===== src/rtl/nibble_disp.sv =====
// Time-multiplexed three-digit hex display: one data nibble plus a 6-bit address.
// Inputs are captured once per frame, so every frame shows one coherent snapshot.
module nibble_disp #(
  parameter int TICK_DIV  = 1000,
  parameter int BLANK_CYC = 8
) (
  input  logic       clk,
  input  logic       rst_n,
  input  logic [3:0] mem_data,
  input  logic [5:0] mem_addr,
  input  logic       blank,
  output logic [6:0] seg,
  output logic [2:0] digit_en,
  output logic       dp,
  output logic       frame_tick
);

  // state        | meaning
  // SLOT_DATA    | data digit (sh_data) on digit_en[0]
  // SLOT_ADDR_LO | address bits [3:0] on digit_en[1], dp lit
  // SLOT_ADDR_HI | address bits [5:4] on digit_en[2]
  typedef enum logic [1:0] {
    SLOT_DATA    = 2'd0,
    SLOT_ADDR_LO = 2'd1,
    SLOT_ADDR_HI = 2'd2
  } slot_t;

  localparam int            CW       = (TICK_DIV > 2) ? $clog2(TICK_DIV) : 1;
  localparam logic [CW-1:0] CNT_LAST = CW'(TICK_DIV - 1);
  localparam logic [CW-1:0] CNT_LIT  = CW'(BLANK_CYC);

  slot_t         slot;
  logic [CW-1:0] cnt;
  logic [3:0]    sh_data;
  logic [5:0]    sh_addr;
  logic          snap;
  logic          lit;
  logic [3:0]    nibble;
  logic [2:0]    slot_onehot;

  function automatic logic [6:0] font(input logic [3:0] n);
    case (n)
      4'h0:    font = 7'b0111111;
      4'h1:    font = 7'b0000110;
      4'h2:    font = 7'b1011011;
      4'h3:    font = 7'b1001111;
      4'h4:    font = 7'b1100110;
      4'h5:    font = 7'b1101101;
      4'h6:    font = 7'b1111101;
      4'h7:    font = 7'b0000111;
      4'h8:    font = 7'b1111111;
      4'h9:    font = 7'b1101111;
      4'hA:    font = 7'b1110111;
      4'hB:    font = 7'b1111100;
      4'hC:    font = 7'b0111001;
      4'hD:    font = 7'b1011110;
      4'hE:    font = 7'b1111001;
      default: font = 7'b1110001;
    endcase
  endfunction

  always_comb begin
    snap        = (cnt == '0) && (slot == SLOT_DATA);
    lit         = (cnt >= CNT_LIT) && !blank;
    nibble      = sh_data;
    slot_onehot = 3'b000;
    case (slot)
      SLOT_DATA: begin
        nibble      = sh_data;
        slot_onehot = 3'b001;
      end
      SLOT_ADDR_LO: begin
        nibble      = sh_addr[3:0];
        slot_onehot = 3'b010;
      end
      SLOT_ADDR_HI: begin
        nibble      = {2'b00, sh_addr[5:4]};
        slot_onehot = 3'b100;
      end
      default: begin
        nibble      = sh_data;
        slot_onehot = 3'b000;
      end
    endcase
  end

  // Outputs use the pre-edge slot/cnt/shadow; the snapshot edge is always dark.
  always_ff @(posedge clk or negedge rst_n) begin
    if (!rst_n) begin
      cnt        <= '0;
      slot       <= SLOT_DATA;
      sh_data    <= 4'h0;
      sh_addr    <= 6'h00;
      seg        <= 7'b0000000;
      digit_en   <= 3'b000;
      dp         <= 1'b0;
      frame_tick <= 1'b0;
    end else begin
      if (cnt == CNT_LAST) begin
        cnt <= '0;
        case (slot)
          SLOT_DATA:    slot <= SLOT_ADDR_LO;
          SLOT_ADDR_LO: slot <= SLOT_ADDR_HI;
          default:      slot <= SLOT_DATA;
        endcase
      end else begin
        cnt <= cnt + CW'(1);
      end

      frame_tick <= snap;
      if (snap) begin
        sh_data <= mem_data;
        sh_addr <= mem_addr;
      end

      if (lit) begin
        digit_en <= slot_onehot;
        seg      <= font(nibble);
        dp       <= (slot == SLOT_ADDR_LO);
      end else begin
        digit_en <= 3'b000;
        seg      <= 7'b0000000;
        dp       <= 1'b0;
      end
    end
  end

endmodule

===== config.mk =====
export PLATFORM = sky130hd
export DESIGN_NAME = nibble_disp
export DESIGN_NICKNAME = d
export VERILOG_FILES = /design/src/rtl/nibble_disp.sv
export SDC_FILE = /design/constraint.sdc
export NUM_CORES = 1
export LEC_CHECK = 0
export ABC_CLOCK_PERIOD_IN_PS = 4300
export CAP_MARGIN = 15
export CORE_ASPECT_RATIO = 1.4
export CORE_UTILIZATION = 35
export CTS_CLUSTER_DIAMETER = 50
export DETAILED_ROUTE_END_ITERATION = 12
export GPL_TIMING_DRIVEN = 0
export MAX_ROUTING_LAYER = met4
export PLACE_DENSITY = 0.52
export SYNTH_ARGS = -nofsm -noshare
export SYNTH_HDL_FRONTEND = slang
export SYNTH_SLANG_ARGS = --single-unit

===== constraint.sdc =====
create_clock -name clk -period 4.3 [get_ports clk]
set_input_delay 0.645 -clock clk [delete_from_list [all_inputs] [get_ports clk]]
set_output_delay 0.645 -clock clk [all_outputs]
set_load 0.03 [all_outputs]

---- Word-level counts from Yosys, hierarchy flattened ----
Memories as Yosys holds them, arrays and structs flattened.
Cells that the tools add are included.
word-level totals
  input bits .............................. 13
  memory bits (read-only) ................. 112
  word-level logic and storage cells ...... 26
  flip-flop bits (word level) ............. 34
  memories kept ........................... 1
  output and inout port bits .............. 12
memory list
  memory            words  width  read ports  clocked after memory_dff  write ports  RTL line  text
  (name not given)  16     7      1           0                         0            42        case (n)
operators by class
  mux-type cells .......................... 7
  reductions and logical operators ........ 5
  equal/unequal tests ..................... 3
  $add $sub $neg .......................... 1
  order comparisons ....................... 1
operator list
  kind                                                                                   count
  10-bit by 1-bit adder with 10-bit output (second input constant)                       1
  10-bit == test (second input constant)                                                 1
  10-bit by 4-bit greater-or-equal comparator with 1-bit output (second input constant)  1
  10-bit logical NOT                                                                     1
  10-bit two-way mux                                                                     1
  3-bit case mux with 3 select lines                                                     1
  4-bit case mux with 2 select lines                                                     1
  7-bit two-way mux                                                                      1
  2-bit case mux with 2 select lines                                                     1
  3-bit two-way mux                                                                      1
  2-bit by 1-bit == test with 1-bit output (second input constant)                       1
  2-bit == test (second input constant)                                                  1
  1-bit logical AND                                                                      2
  2-bit logical NOT                                                                      1
  1-bit logical NOT                                                                      1
  1-bit two-way mux                                                                      1

---- Longest topological paths before layout ----
An unclocked memory read counts as a cell.
  depth after elaboration ................. 4
  gate-level depth with buffers ........... 11
  gate-level depth less buffers ........... 10

---- Least setup slack after synthesis ----
Ideal clock, no wire load.
  path type ............................... register -> register
  start ................................... reg slot[0]
  end ..................................... reg seg[0]
  data arrival time ....................... 2151 ps
  required time ........................... 4222 ps
  period minus slack after synthesis ...... 2228 ps
  path buffers ............................ 1
  path slack .............................. 2072 ps
  setup time .............................. 78 ps
  stages on the path, launching flop included .. 9
  cell sequence ........................... dfrtp_1 > inv_1 > ha_1 > clkbuf_1 > o21ai_0 > inv_1 > ha_1 > or3_1 > a21oi_1
on the way
  word-level cells in the longest chain between the ends .. 4
  elaborated cells between the ends (all ways) .. 5
  those cells by class .................... eq/ne: 2; mux: 2; memory: 1
ends and longest elaborated chain
  item                                                                       RTL line  text
  start: declaration                                                         32        slot_t slot;
  start signal: assignment                                                   91        slot <= SLOT_DATA;
  start signal: assignment                                                   102       SLOT_DATA: slot <= SLOT_ADDR_LO;
  start signal: assignment                                                   103       SLOT_ADDR_LO: slot <= SLOT_ADDR_HI;
  2-bit == test or 2-bit by 1-bit == test with 1-bit output (tied branches)  67        case (slot)
  4-bit case mux with 2 select lines *                                       67
  memory read 16 x 7 bit *                                                   -
  7-bit two-way mux *                                                        116       if (lit) begin
  end signal: assignment                                                     118       seg <= font(nibble);
  end: declaration                                                           12        output logic [6:0] seg,
Every way passes the cells marked *; elsewhere a longest branch is shown, timed or not.
A chain may end at the register's enable or synchronous reset.

---- Worst setup path in the final report ----
  start ................................... reg slot[0]
  end ..................................... reg seg[5]
The elaborated chain is that of the path after synthesis.

==> impl_results.md <==
* Worst Setup Path Type: reg2reg
* Post-route ant nets at 0
* GR Util met2 at 0.263
* Port bufs at 24
* Post-synth EDFFs at 0
* Worst VDD drop at 0.175 mV
* CTS Sinks at 33
* Net count after synthesis at 186
* Global routing usage on met1 at 0.179
* Clock root buffer: clkbuf_8
* Routed len/inst at 14.0 um
* Most numerous cell in the Yosys netlist: dfrtp_1
* DR vias at 1295
* CP required at 4.46 ns
* PostCTS Resize Cnt at 0
* Most used routing layer: met2
* Slew Viols, Final at 0
* Async SR Flop Fraction at 1.00
* Placed Area at 0.00208 mm^2
* Synth area leader: dfrtp_1
* Final period utilization at 0.631
* Syn-to-layout area delta at 24.5%
* Total wire length at 3580 um
* Switching share of power at 0.223
* Non-Filler Instances at 256
* PwrDens at 320 mW/mm^2
* Initial DRT Pass Iterations at 4
* Filler cells at 460
* Design Power at 0.702 mW
* Part of the power in combinational logic at 0.104
* Endpoint type of the worst setup path: flop
* Met3 usage at 0.0347
* Die area at 0.00533 mm^2
* Synth area leaders: dfrtp_1 47%, ha_1 9.2%, mux2_4 7.7%, o21ai_0 2.3%, nand2_1 2.1%
* # rows at 30
* Prevailing post-synth register cell: dfrtp_1
* Max_cap viols at 0
* CTS HTree Levels at 2
* NetSw at 0.157 mW
* Vias in the first global route at 1290
* Placed insts at 248
* Initial antenna violation count at 0
* Overflow after GRT at 0
* TritonCTS clock tree: done
* RSZ-0062 raised after global routing: no
* Distinct cells, synth at 39
* Relative slew slack at 0.504
* Pleak at 0.979 nW
* Die Ht at 86.0 um
* Num ports at 25
* Post-route minimum period at 2.71 ns
* Worst hold path type: in2async
* Clock buffer depth at 2
* Vias per cell at 5.06
* Clk pwr share at 0.430
* Worst-Margin Slew at 0.741 ns
* Post-Syn Area at 0.00176 mm^2
* Post-synth top cells: 33 x dfrtp_1, 13 x ha_1, 10 x nand2_1
* Diode count at 0
* Core ar. at 0.00484 mm^2
* Largest stage delay on the critical path at 0.51 ns
* Gpl congestion at 0.855
* CTS buffer count at 5
* Die Width at 62.0 um
* Synth Area per Inst at 11.0 um^2
* Largest net degree at the start of global routing at 34
* Hold-fix buffers, CTS at 0
* Hold Vio Cnt, Final at 0
* Fin nets at 217
* Hpwl dp at 2610 um
* Worst-path clk slew at 0.07 ns
* Final setup vio count at 0
* First-pass GRT wire length at 6010 um
* Total Neg Setup Slack at 0 ns
* Worst path arrival time at 2.88 ns
* Initial Util at 0.364
* Seq pwr share at 0.466
* P_int at 0.545 mW
* Gate Count Post-Synth at 160
* Number of synthesis warnings at 0
* 1st-iter DRT viols at 50
* Count of state elements after synthesis at 33
* Share of post-route cells with drive strength above 1 at 0.120
* Seq/Total Area, Yosys at 0.468
* Max frequency at 0.368 GHz
* DRC at 0
* Slowest-stage cell, CP: o21ai_0
* Clock Skew at 0.00784 ns
* Setup bufs post-CTS at 0
* Startpoint types: flop
* Clk_lat worst skew at 0.29 ns
* Status: complete, no violations
* Top-area cell type share of the netlist area at 0.468
* Crit-path cells: inv_1, ha_1, clkbuf_1, o21ai_0, inv_1, ha_1, mux2_2, a221oi_1
* Overall Global Routing Usage at 0.157
* Finished Core Util at 0.453
* CP max FO at 10
* Design area at 0.00220 mm^2
per-stage QoR:
step,hold slack [ns],worst slack (ns)
6_report,0.413,1.59
3_5_place_dp,0.487,1.60
2_1_floorplan,0.349,2.07
3_3_place_gp,0.473,1.77
5_1_grt,0.478,1.41
4_1_cts,0.457,1.58
per-layer routing:
metal | part of all wire | wire length [um]
met2 | 0.54 | 1940
met4 | 0.021 | 74
met5 | 0 | 0
met3 | 0.042 | 150
met1 | 0.40 | 1420
flip-flops by register name, indices dropped and copies added (netlist names):
register,count
sh_addr,6
cnt,10
seg,7
frame_tick,1
slot,2
digit_en,3
sh_data,4
final cells by class:
type	count	area, um^2	area share
Clock buffer	7	86.3	0.0393
Buffer	5	30.0	0.0137
Timing Repair Buffer	24	235	0.107
Clock inverter	1	30.0	0.0137
Tap cell	64	80.1	0.0365
Multi-Input combinational cell	113	875	0.398
Inverter	9	33.8	0.0154
Sequential cell	33	826	0.376
power by group through the flow:
stage	Clock [mW]	Combinational [mW]	Sequential, mW
2_1_floorplan	0	0.0279	0.343
3_3_place_gp	0	0.0735	0.333
3_5_place_dp	0	0.0741	0.333
4_1_cts	0.309	0.0743	0.327
5_1_grt	0.326	0.0802	0.329
6_report	0.302	0.0731	0.327
cells by family after synthesis:
| family | count (synthesis) | synth area share |
|---|---|---|
| compound gates | 31 | 0.116 |
| xor+xnor | 5 | 0.0248 |
| fa+ha+maj | 13 | 0.0922 |
| buf+inv | 14 | 0.0362 |
| flops | 33 | 0.468 |
| mux | 12 | 0.0950 |
| simple gates | 52 | 0.167 |
worst max-delay path, delay by kind of cell, from the launching register on:
kind,cells,cell delay [ns]
AOI/OAI and AO/OA,2,0.88
adders and majority gates,2,0.59
buffers and inverters,3,0.49
DFF,1,0.37
muxes,1,0.26
path summary, 6_finish.rpt:
check                         from          to  slack (ns)  depth (start not counted)
hold reg to reg             cnt[0]      cnt[0]        0.49                          1
setup / recovery           slot[0]      seg[5]        1.59                          8
setup reg to reg           slot[0]      seg[5]        1.59                          8
min in group clk            cnt[0]      cnt[0]        0.49                          1
max in group asynchronous    rst_n  sh_addr[5]        3.42                          1
hold / removal               rst_n      seg[0]        0.41                          1
cell usage in the layout, fill, tap and decap left out, drive strengths merged, types with 3 or more instances in the layout:
cell / count
and3: 3
a21oi: 5
a221oi: 3
and2: 3
o21a: 3
or3: 4
nor2: 7
buf: 3
nand2: 10
clkbuf: 10
nand4: 3
xor2: 4
nand3: 6
clkdlybuf4s50: 23
inv: 9
a22oi: 3
mux2: 11
dfrtp: 33
nor2b: 5
nor3: 3
ha: 13
o21ai: 8
Note: power is estimated with default switching activity, not from simulation.
